`src/rtl/tmds_pkg.sv`:
```
// Shared TMDS types, control/TERC4 symbol tables and encoding helpers.
package tmds_pkg;

  typedef logic [9:0]        tmds_sym_t;
  typedef logic signed [4:0] tmds_disp_t;

  localparam tmds_sym_t CTRL_TOK_00 = 10'b1101010100;
  localparam tmds_sym_t CTRL_TOK_01 = 10'b0010101011;
  localparam tmds_sym_t CTRL_TOK_10 = 10'b0101010100;
  localparam tmds_sym_t CTRL_TOK_11 = 10'b1010101011;

  localparam tmds_sym_t TERC4_TBL [16] = '{
    10'b1010011100, 10'b1001100011, 10'b1011100100, 10'b1011100010,
    10'b0101110001, 10'b0100011110, 10'b0110001110, 10'b0100111100,
    10'b1011001100, 10'b0100111001, 10'b0110011100, 10'b1011000110,
    10'b1010001110, 10'b1001110001, 10'b0101100011, 10'b1011000011
  };

  function automatic logic [3:0] ones8(input logic [7:0] v);
    logic [3:0] n;
    n = '0;
    for (int i = 0; i < 8; i++) n = n + {3'b000, v[i]};
    return n;
  endfunction

  // Transition-minimising stage: q_m[8]=1 marks the XOR chain.
  function automatic logic [8:0] tmds_qm(input logic [7:0] d);
    logic [3:0] n;
    logic       xn;
    logic [8:0] m;
    n    = ones8(d);
    xn   = (n > 4'd4) || ((n == 4'd4) && !d[0]);
    m    = '0;
    m[0] = d[0];
    for (int i = 1; i < 8; i++) m[i] = xn ? ~(m[i-1] ^ d[i]) : (m[i-1] ^ d[i]);
    m[8] = ~xn;
    return m;
  endfunction

  function automatic tmds_sym_t ctrl_token(input logic [1:0] c);
    tmds_sym_t t;
    unique case (c)
      2'b00:   t = CTRL_TOK_00;
      2'b01:   t = CTRL_TOK_01;
      2'b10:   t = CTRL_TOK_10;
      default: t = CTRL_TOK_11;
    endcase
    return t;
  endfunction

  function automatic tmds_sym_t terc4_sym(input logic [3:0] nib);
    return TERC4_TBL[nib];
  endfunction

endpackage

```
`src/rtl/tmds_ch_encode.sv`:
```
// One TMDS channel: stage A (q_m) and stage B (DC balance, running disparity).
// TMDS_TERC4_EN adds the island input and TERC4 symbol path.
module tmds_ch_encode
  import tmds_pkg::*;
#(
  parameter int REG_OUT = 1
) (
  input  logic       clk,
  input  logic       rst,
  input  logic       adv,
  input  logic       vld_a,
  input  logic       de,
  input  logic [7:0] data,
  input  logic [1:0] ctrl,
`ifdef TMDS_TERC4_EN
  input  logic       island,
`endif
  output logic [9:0] q_out
);

  localparam tmds_disp_t TWO = 5'sd2;

  logic [8:0] qm_a;
  logic       de_a;
  logic [1:0] ctrl_a;
  logic       ld_b;
  logic [3:0] n1;
  tmds_disp_t diff, cnt, cnt_nxt;
  tmds_sym_t  sym_b;
`ifdef TMDS_TERC4_EN
  logic       isl_a;
  logic [3:0] nib_a;
`endif

  // Disparity only advances for real beats leaving stage A.
  assign ld_b = adv && vld_a;

  always_ff @(posedge clk or posedge rst) begin
    if (rst) begin
      qm_a   <= '0;
      de_a   <= 1'b0;
      ctrl_a <= '0;
`ifdef TMDS_TERC4_EN
      isl_a  <= 1'b0;
      nib_a  <= '0;
`endif
    end else if (adv) begin
      qm_a   <= tmds_qm(data);
      de_a   <= de;
      ctrl_a <= ctrl;
`ifdef TMDS_TERC4_EN
      isl_a  <= island;
      nib_a  <= data[3:0];
`endif
    end
  end

  always_comb begin
    n1      = ones8(qm_a[7:0]);
    diff    = tmds_disp_t'({n1, 1'b0}) - tmds_disp_t'(5'd8);  // N1-N0
    sym_b   = '0;
    cnt_nxt = cnt;
    if (de_a) begin
      if (cnt == '0 || n1 == 4'd4) begin
        sym_b   = {~qm_a[8], qm_a[8], qm_a[8] ? qm_a[7:0] : ~qm_a[7:0]};
        cnt_nxt = qm_a[8] ? cnt + diff : cnt - diff;
      end else if ((!cnt[4] && n1 > 4'd4) || (cnt[4] && n1 < 4'd4)) begin
        sym_b   = {1'b1, qm_a[8], ~qm_a[7:0]};
        cnt_nxt = cnt + (qm_a[8] ? TWO : '0) - diff;
      end else begin
        sym_b   = {1'b0, qm_a[8], qm_a[7:0]};
        cnt_nxt = cnt - (qm_a[8] ? '0 : TWO) + diff;
      end
    end
`ifdef TMDS_TERC4_EN
    else if (isl_a) begin
      sym_b = terc4_sym(nib_a);
    end
`endif
    else begin
      sym_b   = ctrl_token(ctrl_a);
      cnt_nxt = '0;
    end
  end

  always_ff @(posedge clk or posedge rst) begin
    if (rst)       cnt <= '0;
    else if (ld_b) cnt <= cnt_nxt;
  end

  if (REG_OUT != 0) begin : g_reg
    tmds_sym_t q_r;
    always_ff @(posedge clk or posedge rst) begin
      if (rst)       q_r <= '0;
      else if (ld_b) q_r <= sym_b;
    end
    assign q_out = q_r;
  end else begin : g_comb
    assign q_out = vld_a ? sym_b : '0;
  end

endmodule

```
`src/rtl/tmds_encoder_pipe.sv`:
```
// NUM_CH-channel TMDS encoder with shared valid/ready flow control.
// TMDS_TERC4_EN adds the per-channel island input (TERC4 data islands).
module tmds_encoder_pipe
  import tmds_pkg::*;
#(
  parameter int NUM_CH  = 3,
  parameter int REG_OUT = 1
) (
  input  logic                  clk,
  input  logic                  rst,
  input  logic                  in_valid,
  output logic                  in_ready,
  input  logic [NUM_CH-1:0]     de,
  input  logic [8*NUM_CH-1:0]   data,
  input  logic [2*NUM_CH-1:0]   ctrl,
`ifdef TMDS_TERC4_EN
  input  logic [NUM_CH-1:0]     island,
`endif
  output logic                  out_valid,
  input  logic                  out_ready,
  output logic [10*NUM_CH-1:0]  q_out
);

  localparam int STAGES = (REG_OUT != 0) ? 1 : 0;

  logic [STAGES:0] vld_pipe;
  logic            advance;

  assign out_valid = vld_pipe[STAGES];
  assign advance   = !out_valid || out_ready;
  assign in_ready  = advance;

  if (STAGES == 0) begin : g_v0
    always_ff @(posedge clk or posedge rst) begin
      if (rst)          vld_pipe <= '0;
      else if (advance) vld_pipe <= in_valid;
    end
  end else begin : g_v1
    always_ff @(posedge clk or posedge rst) begin
      if (rst)          vld_pipe <= '0;
      else if (advance) vld_pipe <= {vld_pipe[STAGES-1:0], in_valid};
    end
  end

  for (genvar c = 0; c < NUM_CH; c++) begin : g_ch
    tmds_ch_encode #(.REG_OUT(REG_OUT)) u_ch (
      .clk    (clk),
      .rst    (rst),
      .adv    (advance),
      .vld_a  (vld_pipe[0]),
      .de     (de[c]),
      .data   (data[8*c +: 8]),
      .ctrl   (ctrl[2*c +: 2]),
`ifdef TMDS_TERC4_EN
      .island (island[c]),
`endif
      .q_out  (q_out[10*c +: 10])
    );
  end

endmodule

```
`config.mk`:
```
export PLATFORM = sky130hd
export DESIGN_NAME = tmds_encoder_pipe
export DESIGN_NICKNAME = d
export VERILOG_FILES = /design/src/rtl/tmds_pkg.sv /design/src/rtl/tmds_ch_encode.sv /design/src/rtl/tmds_encoder_pipe.sv
export SDC_FILE = /design/constraint.sdc
export NUM_CORES = 1
export LEC_CHECK = 0
export CORE_UTILIZATION = 50
export CTS_BUF_LIST = sky130_fd_sc_hd__clkbuf_16
export CTS_CLUSTER_SIZE = 12
export DETAILED_ROUTE_END_ITERATION = 10
export DONT_BUFFER_PORTS = 1
export HOLD_SLACK_MARGIN = 0.12
export PLACE_DENSITY_LB_ADDON = 0.2
export SYNTH_ARGS = -nofsm -noshare
export SYNTH_HDL_FRONTEND = slang
export SYNTH_SLANG_ARGS = --single-unit
```
`constraint.sdc`:
```
create_clock -name clk -period 4.6 [get_ports clk]
set_input_delay 0.92 -clock clk [delete_from_list [all_inputs] [get_ports clk]]
set_output_delay 0.92 -clock clk [all_outputs]
set_load 0.01 [all_outputs]
```
==> flow_summary.toml <==
[logic_synthesis]
synth_top_flop_cell = "sky130_fd_sc_hd__dfrtp_1"
proportion_of_synthesized_flip_flops_having_asynchronous_set_or_reset_pct = 100.0
synth_top_area_cell = "sky130_fd_sc_hd__dfrtp_1"
yosysWarningCount = 0
syn-instance-count = 730
ys_ff_latch = 80
synthTopCellsByArea = "sky130_fd_sc_hd__dfrtp_1 (30%), sky130_fd_sc_hd__ha_1 (14%), sky130_fd_sc_hd__fa_1 (12%)"
synthesis.area_per_instance_um2 = 9.111
area_of_the_mapped_netlist_um2 = 6651
netlist-cell-type-count = 44
synth_enable_flop_cells = 0
synth_nets = 881
synth_sequential_area_ratio_pct = 30.10
synthDominantCellAreaShare_pct = 30.10

[sta]
setup-violations-final = 0
slew_headroom_pct = 43.79
rsz_0062_raised_after_global_routing = "yes"
worst_clock_skew_ns = 0.01100
finalWorstPathRequiredPeriod_ns = 4.438
hold_violations = 0
finalMaxSlewViolations = 0
layout_worst_path_cycle_share_pct = 96.48
totalNegativeSetupSlack_ns = 0
maxClockFrequency_ghz = 0.2253
worst_pin_slew_ns = 0.8421

[clock_tree]
clk_path_buf_depth = 2
root_buffer = "sky130_fd_sc_hd__clkbuf_16"
clock_sink_count = 80
postCtsHoldBufs = 0
clk_transition_reported_paths_ns = 0.07
tritoncts = "yes"
worst_skew_pair.late_latency_ns = 0.33
cts-buffers-inserted = 9
ctsHtreeMaxLevel = 3

[worst_setup_path]
cp_data_required_time_ns = 4.81
cp-end-kind = "flop"
crit_type = "flop to flop"
timing.critical_path.arrival_ns = 4.65
cp-start-kind = "flop"
path_max_fanout = 4

[global_routing]
number_of_antenna_violations_at_the_first_check_in_global_routing = 0
first_global_vias = 4878
grt_usage_pct = 21.09
first_pass_grt_wire_length_um = 23470
grt_start_max_net_pins = 50
residual_overflow_from_global_routing = 0

[place]
port_buffers = 0
hpwlAfterDp_um = 10720
globalplace.congestion = 0.8723
post-place-cells = 892

[route]
detailedRoute.firstIterationViolations = 194
postRouteWirelength_um = 13520
drt.antenna.violating_nets = 0
via_count = 4728
drt-pass1-iter-count = 5
drt-wirelength-per-cell_um = 14.85
post-route-drc-count = 0
detail_route.vias_per_cell = 5.196

[cells_and_area]
post_route_cells_drive_above_1_share_pct = 8.130
final_cell_count_no_fill = 910
syn_to_final_growth_pct = 8.070
final_nets = 884
antenna_cells = 0

[floorplanning]
core_area_um2 = 12770
die_width_um = 117.3
fp.dieH_um = 117.3
rows = 41
die-area_um2 = 13770
initial_core_utilization_pct = 52.07
io_pins = 69

[job]
maxCapViolations = 0

[status]
status = "finished, final reports clean"

[min_path]
min_path_type = "flop to flop"
[path summary, 6_finish.rpt]
kind | start | end | slack, ns | cells after the start
worst max-delay path | g_ch[1].u_ch.qm_a[0] | g_ch[1].u_ch.cnt[4] | 0.16 | 16
worst min-delay path | g_ch[0].u_ch.qm_a[3] | g_ch[0].u_ch.qm_a[3] | 0.49 | 2
worst max register to register | g_ch[1].u_ch.qm_a[0] | g_ch[1].u_ch.cnt[4] | 0.16 | 16
worst min register to register | g_ch[0].u_ch.qm_a[3] | g_ch[0].u_ch.qm_a[3] | 0.49 | 2
max in group asynchronous | rst | g_ch[0].u_ch.q_out[8] | 3.06 | 2
min in group asynchronous | rst | g_ch[1].u_ch.q_out[0] | 0.61 | 1
[worst max-delay path, stage by stage (launching register included)]
cell and delay [ns]:
sky130_fd_sc_hd__dfrtp_1 0.41, sky130_fd_sc_hd__ha_1 0.29, sky130_fd_sc_hd__inv_1 0.04, sky130_fd_sc_hd__fa_1 0.49, sky130_fd_sc_hd__fa_1 0.43, sky130_fd_sc_hd__fa_2 0.38
sky130_fd_sc_hd__fa_2 0.48, sky130_fd_sc_hd__buf_4 0.16, sky130_fd_sc_hd__ha_2 0.37, sky130_fd_sc_hd__inv_1 0.07, sky130_fd_sc_hd__ha_1 0.29, sky130_fd_sc_hd__a21o_1 0.17
sky130_fd_sc_hd__a21oi_1 0.21, sky130_fd_sc_hd__xnor2_1 0.16, sky130_fd_sc_hd__nor4_1 0.06, sky130_fd_sc_hd__a311oi_1 0.22, sky130_fd_sc_hd__o21ai_1 0.08
[what timing repair did]
action / CTS / global route
setup endpoints to repair: 0 / 11
buffers inserted: 0 / 2
gates resized for setup: 0 / 11
[flip-flops by register name (all words and copies together), names as in the netlist]
| register | cells |
|---|---|
| vld_pipe | 2 |
| g_ch.u_ch.qm_a | 27 |
| g_ch.u_ch.q_out | 30 |
| g_ch.u_ch.ctrl_a | 6 |
| g_ch.u_ch.de_a | 3 |
| g_ch.u_ch.cnt | 12 |
[per-stage QoR]
step                utilization [%]  instance area, um^2  hold WS, ns  worst slack [ns]
floorplan                         -                 6651       0.4498            0.3260
global placement              53.59                 6845       0.4700            0.1917
detailed placement            53.59                 6845       0.4722            0.1064
CTS                           55.91                 7142       0.4925           0.07635
global route                  56.27                 7188       0.5164         -0.007356
finish                        56.27                 7188       0.4883            0.1619
[Yosys cell counts, types with 3 or more instances]
cell / instances
sky130_fd_sc_hd__xnor2_1: 63
sky130_fd_sc_hd__o21ai_1: 9
sky130_fd_sc_hd__buf_6: 3
sky130_fd_sc_hd__nand2b_1: 3
sky130_fd_sc_hd__mux2i_1: 6
sky130_fd_sc_hd__xor2_1: 22
sky130_fd_sc_hd__a21oi_1: 57
sky130_fd_sc_hd__o22ai_1: 8
sky130_fd_sc_hd__a21oi_2: 5
sky130_fd_sc_hd__clkbuf_1: 13
sky130_fd_sc_hd__fa_1: 39
sky130_fd_sc_hd__inv_1: 105
sky130_fd_sc_hd__a21o_1: 8
sky130_fd_sc_hd__dfrtp_1: 80
sky130_fd_sc_hd__nor3b_1: 7
sky130_fd_sc_hd__a31oi_1: 4
sky130_fd_sc_hd__nand2_1: 74
sky130_fd_sc_hd__o21ai_0: 34
sky130_fd_sc_hd__buf_2: 3
sky130_fd_sc_hd__ha_1: 75
sky130_fd_sc_hd__nor2b_1: 5
sky130_fd_sc_hd__buf_1: 3
sky130_fd_sc_hd__nor2_1: 77
[layout by cell type, fill, tap and decap left out, types with 9 or more instances in the layout]
cell                          n
sky130_fd_sc_hd__xnor2_1     63
sky130_fd_sc_hd__a21oi_1     54
sky130_fd_sc_hd__buf_4       16
sky130_fd_sc_hd__inv_1      102
sky130_fd_sc_hd__nor2_1      77
sky130_fd_sc_hd__xor2_1      21
sky130_fd_sc_hd__o21ai_1      9
sky130_fd_sc_hd__ha_1        72
sky130_fd_sc_hd__clkbuf_16    9
sky130_fd_sc_hd__dfrtp_1     80
sky130_fd_sc_hd__o21ai_0     34
sky130_fd_sc_hd__fa_1        37
sky130_fd_sc_hd__nand2_1     74
[final cells by class]
class,count,area (um^2)
clock inverters,7,71.32
well taps,172,215.2
fillers,1127,5585
inverters,106,399.1
multi-input cells,520,4155
clock buffers,9,225.2
repair buffers,16,120.1
flip-flops and latches,80,2002
[per-layer routing]
layer,GRT usage [%],share of wire (%),wire length [um]
met1,28.61,48,6480
met2,32.40,44,5984
met3,5.058,6.3,846
met4,8.279,1.5,204
met5,0,0,0
[logic make-up after synthesis]
group | share of synthesized area, %
AO/OA/AOI/OAI | 11.29
multiplexers | 1.693
AND/OR/NAND/NOR | 11.36
XOR/XNOR | 11.78
buffers and inverters | 7.938
adder cells (fa/ha/maj) | 25.85
flip-flops | 30.10
Power is not shown: default switching activity piles up to over one toggle a cycle in this logic, so the estimate is an artifact.
